--- src/rtl/turbo_addr_seq_ctrl_if.sv ---
`default_nettype none
// ============================================================================
//  Module   : turbo_addr_seq_ctrl_if
//  Purpose  : Bundles the request/configuration inputs and the sequencing
//             outputs of the turbo address sequencer into one interface.
//  Modports : master - block requester (drives start/abort/win_len/num_win,
//                      observes the sequencing outputs)
//             slave  - the sequencer itself
//  Signals  : start, abort, win_len[AW], num_win[WW]          (to sequencer)
//             init_flag, cmp_direction, init_sel, win_idx[WW],
//             addr_valid, step_idx[AW], busy, done, cfg_err   (from sequencer)
//  Revision : 1.0 - initial release
// ============================================================================
`ifndef Data_Addr_width
`define Data_Addr_width 8
`endif

interface turbo_addr_seq_ctrl_if #(
    parameter int AW = `Data_Addr_width,
    parameter int WW = 6
);
    logic          start;
    logic          abort;
    logic [AW-1:0] win_len;
    logic [WW-1:0] num_win;
    logic          init_flag;
    logic          cmp_direction;
    logic          init_sel;
    logic [WW-1:0] win_idx;
    logic          addr_valid;
    logic [AW-1:0] step_idx;
    logic          busy;
    logic          done;
    logic          cfg_err;

    modport master (
        output start, abort, win_len, num_win,
        input  init_flag, cmp_direction, init_sel, win_idx,
               addr_valid, step_idx, busy, done, cfg_err
    );

    modport slave (
        input  start, abort, win_len, num_win,
        output init_flag, cmp_direction, init_sel, win_idx,
               addr_valid, step_idx, busy, done, cfg_err
    );
endinterface

`default_nettype wire

--- src/rtl/turbo_addr_seq_ctrl.sv ---
`default_nettype none
// ============================================================================
//  Module   : turbo_addr_seq_ctrl
//  Purpose  : Sequences a windowed turbo-decoder address calculator. For each
//             window it issues an init cycle (window start), win_len forward
//             steps, an init cycle (window end) and win_len backward steps,
//             then moves to the next window; a one-cycle DONE ends the block.
//  Ports    : clk   - single clock, rising edge
//             reset - synchronous, active-high
//             bus   - turbo_addr_seq_ctrl_if.slave (start/abort/config in,
//                     calculator control and status out)
//  Revision : 1.0 - initial release
// ============================================================================
`ifndef Data_Addr_width
`define Data_Addr_width 8
`endif

module turbo_addr_seq_ctrl #(
    parameter int AW = `Data_Addr_width,
    parameter int WW = 6
) (
    input  logic                  clk,
    input  logic                  reset,
    turbo_addr_seq_ctrl_if.slave  bus
);

    typedef enum logic [2:0] {
        IDLE   = 3'd0,
        INIT_F = 3'd1,
        FWD    = 3'd2,
        INIT_B = 3'd3,
        BWD    = 3'd4,
        DONE   = 3'd5
    } state_t;

    localparam logic [AW-1:0] c_AW_ONE = 1;
    localparam logic [WW-1:0] c_WW_ONE = 1;

    state_t        r_state;
    logic [AW-1:0] r_winLen;
    logic [WW-1:0] r_numWin;
    logic [WW-1:0] r_winIdx;
    logic [AW-1:0] r_stepIdx;
    logic          r_initFlag;
    logic          r_cmpDir;
    logic          r_initSel;
    logic          r_addrValid;
    logic          r_busy;
    logic          r_done;
    logic          r_cfgErr;

    // Both decoded only from latched/registered values; win_len and num_win
    // are nonzero whenever these are used, so the subtractions never wrap.
    logic w_lastFwd;
    logic w_moreWin;
    assign w_lastFwd = (r_stepIdx == (r_winLen - c_AW_ONE));
    assign w_moreWin = (r_winIdx < (r_numWin - c_WW_ONE));

    // Outputs are registered together with the state transition: every
    // branch that enters a state also loads that state's output values.
    always_ff @(posedge clk) begin
        if (reset) begin
            r_state     <= IDLE;
            r_winLen    <= '0;
            r_numWin    <= '0;
            r_winIdx    <= '0;
            r_stepIdx   <= '0;
            r_initFlag  <= 1'b0;
            r_cmpDir    <= 1'b1;
            r_initSel   <= 1'b0;
            r_addrValid <= 1'b0;
            r_busy      <= 1'b0;
            r_done      <= 1'b0;
            r_cfgErr    <= 1'b0;
        end else begin
            r_done   <= 1'b0;
            r_cfgErr <= 1'b0;
            if (bus.abort) begin
                r_state     <= IDLE;
                r_initFlag  <= 1'b0;
                r_cmpDir    <= 1'b1;
                r_initSel   <= 1'b0;
                r_addrValid <= 1'b0;
                r_stepIdx   <= '0;
                r_busy      <= 1'b0;
            end else begin
                case (r_state)
                    IDLE: begin
                        if (bus.start) begin
                            if ((bus.win_len != '0) && (bus.num_win != '0)) begin
                                r_winLen   <= bus.win_len;
                                r_numWin   <= bus.num_win;
                                r_winIdx   <= '0;
                                r_state    <= INIT_F;
                                r_initFlag <= 1'b1;
                                r_initSel  <= 1'b0;
                                r_cmpDir   <= 1'b1;
                                r_busy     <= 1'b1;
                            end else begin
                                r_cfgErr <= 1'b1;
                            end
                        end
                    end
                    INIT_F: begin
                        r_state     <= FWD;
                        r_initFlag  <= 1'b0;
                        r_addrValid <= 1'b1;
                        r_stepIdx   <= '0;
                    end
                    FWD: begin
                        if (w_lastFwd) begin
                            r_state     <= INIT_B;
                            r_addrValid <= 1'b0;
                            r_stepIdx   <= '0;
                            r_initFlag  <= 1'b1;
                            r_initSel   <= 1'b1;
                            r_cmpDir    <= 1'b0;
                        end else begin
                            r_stepIdx <= r_stepIdx + c_AW_ONE;
                        end
                    end
                    INIT_B: begin
                        r_state     <= BWD;
                        r_initFlag  <= 1'b0;
                        r_initSel   <= 1'b0;
                        r_addrValid <= 1'b1;
                        r_stepIdx   <= r_winLen - c_AW_ONE;
                    end
                    BWD: begin
                        if (r_stepIdx == '0) begin
                            r_addrValid <= 1'b0;
                            r_cmpDir    <= 1'b1;
                            if (w_moreWin) begin
                                r_winIdx   <= r_winIdx + c_WW_ONE;
                                r_state    <= INIT_F;
                                r_initFlag <= 1'b1;
                                r_initSel  <= 1'b0;
                            end else begin
                                r_state <= DONE;
                                r_done  <= 1'b1;
                            end
                        end else begin
                            r_stepIdx <= r_stepIdx - c_AW_ONE;
                        end
                    end
                    DONE: begin
                        r_state <= IDLE;
                        r_busy  <= 1'b0;
                    end
                    default: begin
                        r_state     <= IDLE;
                        r_initFlag  <= 1'b0;
                        r_cmpDir    <= 1'b1;
                        r_initSel   <= 1'b0;
                        r_addrValid <= 1'b0;
                        r_stepIdx   <= '0;
                        r_busy      <= 1'b0;
                    end
                endcase
            end
        end
    end

    assign bus.init_flag     = r_initFlag;
    assign bus.cmp_direction = r_cmpDir;
    assign bus.init_sel      = r_initSel;
    assign bus.win_idx       = r_winIdx;
    assign bus.addr_valid    = r_addrValid;
    assign bus.step_idx      = r_stepIdx;
    assign bus.busy          = r_busy;
    assign bus.done          = r_done;
    assign bus.cfg_err       = r_cfgErr;

endmodule

`default_nettype wire

--- src/flat_wrapper.sv ---
// flat-port wrapper written by rule: the top's interface ports become plain ports
module turbo_addr_seq_ctrl_flat 
#(
    parameter int AW = `Data_Addr_width,
    parameter int WW = 6
)
  (clk, reset, bus_start, bus_abort, bus_win_len, bus_num_win, bus_init_flag, bus_cmp_direction, bus_init_sel, bus_win_idx, bus_addr_valid, bus_step_idx, bus_busy, bus_done, bus_cfg_err);
  turbo_addr_seq_ctrl_if #(.AW(AW), .WW(WW)) bus_i ();
  input  logic clk;
  input  logic reset;
  input wire logic [$bits(bus_i.start)-1:0] bus_start;
  input wire logic [$bits(bus_i.abort)-1:0] bus_abort;
  input wire logic [$bits(bus_i.win_len)-1:0] bus_win_len;
  input wire logic [$bits(bus_i.num_win)-1:0] bus_num_win;
  output wire logic [$bits(bus_i.init_flag)-1:0] bus_init_flag;
  output wire logic [$bits(bus_i.cmp_direction)-1:0] bus_cmp_direction;
  output wire logic [$bits(bus_i.init_sel)-1:0] bus_init_sel;
  output wire logic [$bits(bus_i.win_idx)-1:0] bus_win_idx;
  output wire logic [$bits(bus_i.addr_valid)-1:0] bus_addr_valid;
  output wire logic [$bits(bus_i.step_idx)-1:0] bus_step_idx;
  output wire logic [$bits(bus_i.busy)-1:0] bus_busy;
  output wire logic [$bits(bus_i.done)-1:0] bus_done;
  output wire logic [$bits(bus_i.cfg_err)-1:0] bus_cfg_err;
  assign bus_i.start = bus_start;
  assign bus_i.abort = bus_abort;
  assign bus_i.win_len = bus_win_len;
  assign bus_i.num_win = bus_num_win;
  assign bus_init_flag = bus_i.init_flag;
  assign bus_cmp_direction = bus_i.cmp_direction;
  assign bus_init_sel = bus_i.init_sel;
  assign bus_win_idx = bus_i.win_idx;
  assign bus_addr_valid = bus_i.addr_valid;
  assign bus_step_idx = bus_i.step_idx;
  assign bus_busy = bus_i.busy;
  assign bus_done = bus_i.done;
  assign bus_cfg_err = bus_i.cfg_err;
  turbo_addr_seq_ctrl #(.AW(AW), .WW(WW)) u_core (.clk(clk), .reset(reset), .bus(bus_i));
endmodule
--- config.mk ---
export PLATFORM = sky130hd
export DESIGN_NAME = turbo_addr_seq_ctrl_flat
export DESIGN_NICKNAME = d
export VERILOG_FILES = /design/src/rtl/turbo_addr_seq_ctrl_if.sv /design/src/rtl/turbo_addr_seq_ctrl.sv /design/src/flat_wrapper.sv
export SDC_FILE = /design/constraint.sdc
export NUM_CORES = 1
export LEC_CHECK = 0
export CAP_MARGIN = 20
export CORE_MARGIN = 1
export CORE_UTILIZATION = 25
export DETAILED_ROUTE_END_ITERATION = 12
export GPL_ROUTABILITY_DRIVEN = 0
export PLACE_DENSITY_LB_ADDON = 0.08
export SLEW_MARGIN = 20
export SYNTH_ARGS = -nofsm -noshare
export SYNTH_HDL_FRONTEND = slang
export SYNTH_SLANG_ARGS = --single-unit
--- constraint.sdc ---
create_clock -name clk -period 4.9 [get_ports clk]
set_clock_uncertainty 0.1 [all_clocks]
set_input_delay 0.98 -clock clk [delete_from_list [all_inputs] [get_ports clk]]
set_output_delay 0.98 -clock clk [all_outputs]
set_load 0.1 [all_outputs]
==> flow_summary_export.csv, run 1 <==
group,metric,value,unit
status,status,"completed",
power_and_ir_drop,ir_worst_vdd,84.3,uV
route,drtAntennaViolNets,0,
timing,setup_viol,0,
synth,ys_seq_area_frac,0.318,
critical_path,rr_startpoint,"u_core.r_winLen[0]",
route,drcViolationCount,0,
clock_network,cts_num_sinks,38,
synth,ys_types,50,
timing,setup_tns,0,ps
clock_network,cts_hold_buf,0,
route,post_drt_via_cell_ratio,4.76,
timing,hold_viol,0,
clock_network,cts_root_buf,"clkbuf_8",
die,fp.dieH,99.8,um
global_routing,gr-total-overflow,0,
timing,layout_min_cycle_time,3350,ps
finish,fin_util,0.323,
flow_run,drv_cap,0,
power_and_ir_drop,cellPowerDensity,232,nW/um^2
route,num_vias,2159,
synth,synth_compound_area_frac,0.165,
synth,synth-edff-count,0,
synth,synth_ff_type,"dfxtp_1",
timing,relSlewSlack,0.352,
synth,syn_avg_cell_area,8.24,um^2
critical_path,critPathKind,"in2reg",
die,coreArea,9240,um^2
route,wl_per_cell,14.1,um
clock_network,cts_tree,"built",
synth,synthXorXnorAreaFrac,0.103,
global_routing,grt_pass1_vias,2084,
clock_network,postCtsSetupBuffers,0,
critical_path,critPathTopFamily,"simple AND/OR/NAND/NOR gates",
place,port_buffers,38,
critical_path,cp_cell_sequence,"clkdlybuf4s50_1, buf_4, or2_2, a21oi_1, a21boi_2, nand2_1, or4b_2, o211ai_1",
place,hpwlAfterDp,4800,um
synth,syn-num-nets,319,
synth,synth_cells,290,
timing,fmax,299,MHz
global_routing,grt_pass1_wl,10900,um
critical_path,worstPathMaxFanout,17,
synth,synth_area_leaders,"dfxtp_1 (32%), mux2i_1 (6.7%), xnor2_1 (6.2%), nor2_1 (6.0%), ha_1 (5.8%)",
finish,antenna_cells,0,
timing,worst_pin_slew,969,ps
critical_path,endpoint_kind,"register",
power_and_ir_drop,leakagePower,1.08,nW
timing,fin_crit_sh,0.683,
clock_network,cts_max_level,2,
finish,nets,354,
synth,syn_area,2390,um^2
timing,hold_ws,364,ps
die,die_w,99.8,um
synth,synth_simple_gate_area_share,0.247,
timing,rsz0062_at_grt,"false",
clock_network,clk-insertion-delay-late,290,ps
die,rows,35,
finish,layout-drive-gt1-share,0.0800,
critical_path,max_stage_delay,710,ps
route,dr.pass1.iters,4,
critical_path,critPathArrivalTime,3460,ps
worst_hold_path,worstHoldStart,"u_core.bus.init_flag",
clock_network,cts_resized,0,
timing,slew_violations,0,
synth,yosysTopAreaCell,"dfxtp_1",
critical_path,crit_start,"reset",
synth,synth_fa_ha_area_frac,0.0576,
clock_network,clock_path_buffers,2,
route,wl,6410,um
critical_path,critPathBufInv,2,
global_routing,antenna_found_initial,0,
clock_network,cts.clk_slew.worst_paths,70,ps
global_routing,grt_max_degree,18,
die,initial_core_util,0.259,
critical_path,start_kind,"input pin",
clock_network,cts_buffers,5,
critical_path,slowest_stage,"or4b_2",
finish,area_growth,24.7,%
synth,synth_top_area_share,0.318,
die,pin_count,39,
synth,async_flop_share,0,
synth,synth_mux_area_frac,0.0717,
global_routing,grt_usage,0.138,
critical_path,required,5010,ps
synth,yosysWarnings,0,
synth,synth_top_family_by_area,"simple AND/OR/NAND/NOR gates",
synth,synth.ff_latch_count,38,
worst_hold_path,hp-class,"reg2reg",
die,dieArea,9950,um^2
route,drt_first_iter_violations,59,
## state kept, by name (all words and copies together) (netlist names)
signal and count:
u_core.bus.addr_valid 1, u_core.bus.busy 1, u_core.bus.cfg_err 1, u_core.bus.cmp_direction 1, u_core.bus.done 1, u_core.bus.init_flag 1
u_core.bus.init_sel 1, u_core.bus.step_idx 8, u_core.bus.win_idx 6, u_core.r_numWin 6, u_core.r_state 3, u_core.r_winLen 8
## layout by cell type, fill, tap and decap left out, drive strengths merged, types with 5 or more instances in the layout
| master | n |
|---|---|
| nand2 | 20 |
| xnor2 | 17 |
| xor2 | 11 |
| clkbuf | 5 |
| mux2i | 16 |
| nor2 | 38 |
| inv | 8 |
| nand3 | 10 |
| nor4 | 6 |
| a21oi | 13 |
| nor3 | 16 |
| clkdlybuf4s50 | 38 |
| o22ai | 7 |
| dfxtp | 38 |
| ha | 11 |
| o21ai | 14 |
## Yosys cell counts (all sizes together) (2+ instances only)
| master | count |
|---|---|
| clkbuf | 13 |
| nand2 | 20 |
| nand4 | 3 |
| a21boi | 3 |
| nand2b | 4 |
| nor3b | 4 |
| nor2 | 38 |
| o211ai | 2 |
| mux2i | 16 |
| nand3 | 10 |
| o22ai | 7 |
| a22oi | 4 |
| o21ai | 14 |
| or2 | 4 |
| xor2 | 11 |
| a221oi | 2 |
| a31oi | 2 |
| xnor2 | 17 |
| ha | 11 |
| nor4 | 6 |
| nor2b | 3 |
| a21o | 2 |
| a21oi | 13 |
| nor3 | 16 |
| dfxtp | 38 |
| inv | 8 |
## power by group
group	internal [W]	switching [W]
Clock	0.0000957	0.000113
Combinational	0.0000660	0.0000858
Sequential	0.000318	0.0000132
## tightest hold or removal path: cells and delay by family, from the launching register on
kind	cells	cell delay, ps
AND/OR/NAND/NOR	1	50
flip-flops	1	310
multiplexers	1	60
## per-stage QoR
step	worst slack [ps]	total power, W	std cells	area, um^2
floorplan	1830	0.000447	290	2390
global placement	1300	0.000491	447	2900
detailed placement	1270	0.000491	447	2900
CTS	1570	0.000704	454	2980
global route	1400	0.000734	454	2980
finish	1550	0.000692	454	2980
## kinds of logic (layout without fill, tap and decap cells)
family | after synthesis | after routing
adder cells (fa/ha/maj) | 11 | 11
multiplexers | 17 | 17
AO/OA/AOI/OAI | 58 | 58
XOR/XNOR | 28 | 28
flip-flops | 38 | 38
buffers and inverters | 22 | 57
AND/OR/NAND/NOR | 116 | 116
## path summary, 6_finish.rpt
| check | slack, ps | end | cells past startpoint |
|---|---|---|---|
| max reg2reg | 1770 | u_core.bus.step_idx[3] | 10 |
| min reg2reg | 360 | u_core.bus.init_flag | 2 |
| max | 1550 | u_core.bus.step_idx[3] | 8 |
| min | 360 | u_core.bus.init_flag | 2 |
## area by class of cell
type | count | area [um^2]
clock buffer | 5 | 68.8
clock inverter | 2 | 10.0
fill | 984 | 6260
inverter | 8 | 30.0
multi-input combinational | 230 | 1540
sequential | 38 | 761
tap | 129 | 161
timing repair buffer | 42 | 410
## layer usage
metal,wire [um],up-vias,global-route usage
li1,-,1108,-
met1,3170,992,0.195
met2,2910,57,0.217
met3,299,2,0.0272
met4,31,0,0.0305
met5,0,-,0
Power figures use the tool's default switching activity.
==> inputs of run 2 (changes only) <==
- clock period: 4.9 -> 3.05 ns (I/O delays scaled with it)
==> run 2 against run 1 <==
Combinational power increased by 67%. Global-route usage is 0.33 points higher. Clock power grew 71%. Via count rose by 2.4%. Non-clock buffer count grew 16. Critical endpoint unchanged. Largest power group unchanged. Sequential power grew 61%. Sequential share of layout area fell by 0.57 points. Utilization is 0.79 points higher. First-iteration DRC count increased by 78%. Critical path depth grew 2. Sequential cell count did not move. Die area stayed put.
==> flow_summary_export.csv, run 2 (synthesis results as in run 1) <==
group,metric,value,unit
timing,relSlewSlack,0.595,
route,post_drt_via_cell_ratio,4.71,
power_and_ir_drop,pwr-share-seq,0.467,
timing,hold_viol,0,
timing,hold_ws,361,ps
global_routing,gr-total-overflow,0,
finish,antenna_cells,0,
critical_path,critPathKind,"reg2reg",
route,wl_per_cell,14.1,um
clock_network,cts_max_level,2,
die,pin_count,39,
critical_path,start_kind,"register",
finish,nets,370,
finish,layout_common_cells,"buf_4 (41), nor2_1 (38), dfxtp_1 (37), nand2_1 (20)",
critical_path,crit_start,"u_core.r_winLen[0]",
finish,layout-drive-gt1-share,0.185,
timing,fmax,363,MHz
global_routing,grt_pass1_vias,2126,
clock_network,clk-insertion-delay-late,300,ps
power_and_ir_drop,power_frac_comb,0.223,
timing,layout_min_cycle_time,2760,ps
route,wl_met3,264,um
route,highest_layer,"met4",
timing,setup_viol,0,
die,rows,35,
power_and_ir_drop,ir_worst_vdd,145,uV
power_and_ir_drop,clkPwrFrac,0.311,
worst_hold_path,hp-class,"reg2reg",
die,fp.dieH,99.8,um
critical_path,worstPathMaxFanout,6,
power_and_ir_drop,cellPowerDensity,374,nW/um^2
timing,setup_tns,0,ps
clock_network,cts_buffers,5,
clock_network,postCtsSetupBuffers,0,
die,dieArea,9950,um^2
timing,rsz0062_at_grt,"false",
timing,slew_violations,0,
clock_network,cts_tree,"built",
global_routing,grt_max_degree,17,
timing,worst_pin_slew,602,ps
power_and_ir_drop,p_switching,0.000342,W
clock_network,cts_num_sinks,38,
critical_path,critPathArrivalTime,2880,ps
power_and_ir_drop,swShare,0.300,
power_and_ir_drop,leakagePower,1.20,nW
die,coreArea,9240,um^2
finish,final_cells,469,
critical_path,endpoint_kind,"register",
route,dr.pass1.iters,4,
route,num_vias,2210,
power_and_ir_drop,power.internal,0.000798,W
worst_hold_path,worstHoldStart,"u_core.bus.init_flag",
clock_network,cts.clk_slew.worst_paths,90,ps
route,wl,6610,um
place,dp.cells,463,
global_routing,grt_usage,0.141,
route,wl_met2,2960,um
timing,fin_crit_sh,0.904,
finish,final_common_cell,"buf_4",
route,drtAntennaViolNets,0,
route,wl_met1,3340,um
global_routing,antenna_found_initial,0,
place,port_buffers,38,
place,hpwlAfterDp,5130,um
flow_run,drv_cap,0,
route,drcViolationCount,0,
finish,area_growth,27.7,%
status,status,"completed",
route,drt_first_iter_violations,105,
die,die_w,99.8,um
clock_network,cts_root_buf,"clkbuf_8",
critical_path,rr_startpoint,"u_core.r_winLen[0]",
die,initial_core_util,0.259,
clock_network,clock_path_buffers,2,
global_routing,grt_pass1_wl,11000,um
critical_path,required,3170,ps
## run 2: cell count changes in the layout (fill, tap and decap cells not counted), sizes merged
cell / change
buf: +37
clkdlybuf4s50: -21
clkinv: -2
clkbuf: +1
## run 2: metal layers
metal	vias to the layer above	GRT usage
li1	1140	-
met4	0	0.0339
met5	-	0
met3	4	0.0292
met2	50	0.227
met1	1016	0.194
## run 2: path summary, 6_finish.rpt
check	endpoint	depth (start not counted)	slack [ps]
worst max-delay path	u_core.bus.step_idx[3]	10	290
worst min-delay path	u_core.bus.init_flag	2	360
worst max register to register	u_core.bus.step_idx[3]	10	290
worst min register to register	u_core.bus.init_flag	2	360
## run 2: timing repair
item,4_1_cts,5_1_grt
setup endpoints to repair,0,3
resized for setup,0,1
hold buffers,0,0
## run 2: worst max-delay path, stage by stage, from the launching register on
cell and delay [ps]:
dfxtp_1 340, inv_1 60, ha_1 170, or3b_2 490, nor3_1 190, xnor2_1 190, xor2_1 110, nand4_1 170
buf_4 180, or4b_2 580, o211ai_1 110
## run 2: final cells by class
cell class	instances	area [um^2]
fillers	989	6190
multi-input cells	230	1540
flip-flops and latches	38	762
repair buffers	58	478
well taps	129	161
clock buffers	6	82.6
inverters	8	30.0
## run 2: through the flow
stage               utilization  area [um^2]  total power [W]  worst slack, ps
floorplan                     -         2390         0.000718             37.0
global placement          0.321         2970         0.000798             31.8
detailed placement        0.321         2970         0.000798              107
CTS                       0.330         3050          0.00116              201
global route              0.330         3050          0.00121             82.2
finish                    0.330         3050          0.00114              293
## run 2: power groups by stage
stage          registers (W)  clock network [W]  logic [W]
2_1_floorplan       0.000571                  0   0.000147
3_3_place_gp        0.000544                  0   0.000254
3_5_place_dp        0.000544                  0   0.000255
4_1_cts             0.000532           0.000376   0.000256
5_1_grt             0.000535           0.000393   0.000280
6_report            0.000532           0.000355   0.000254
==> inputs of run 3 (changes only) <==
- CTS_CLUSTER_SIZE: default -> 30
==> results of run 3 <==
The final DEF is identical to that of run 2; final timing and power are the same.
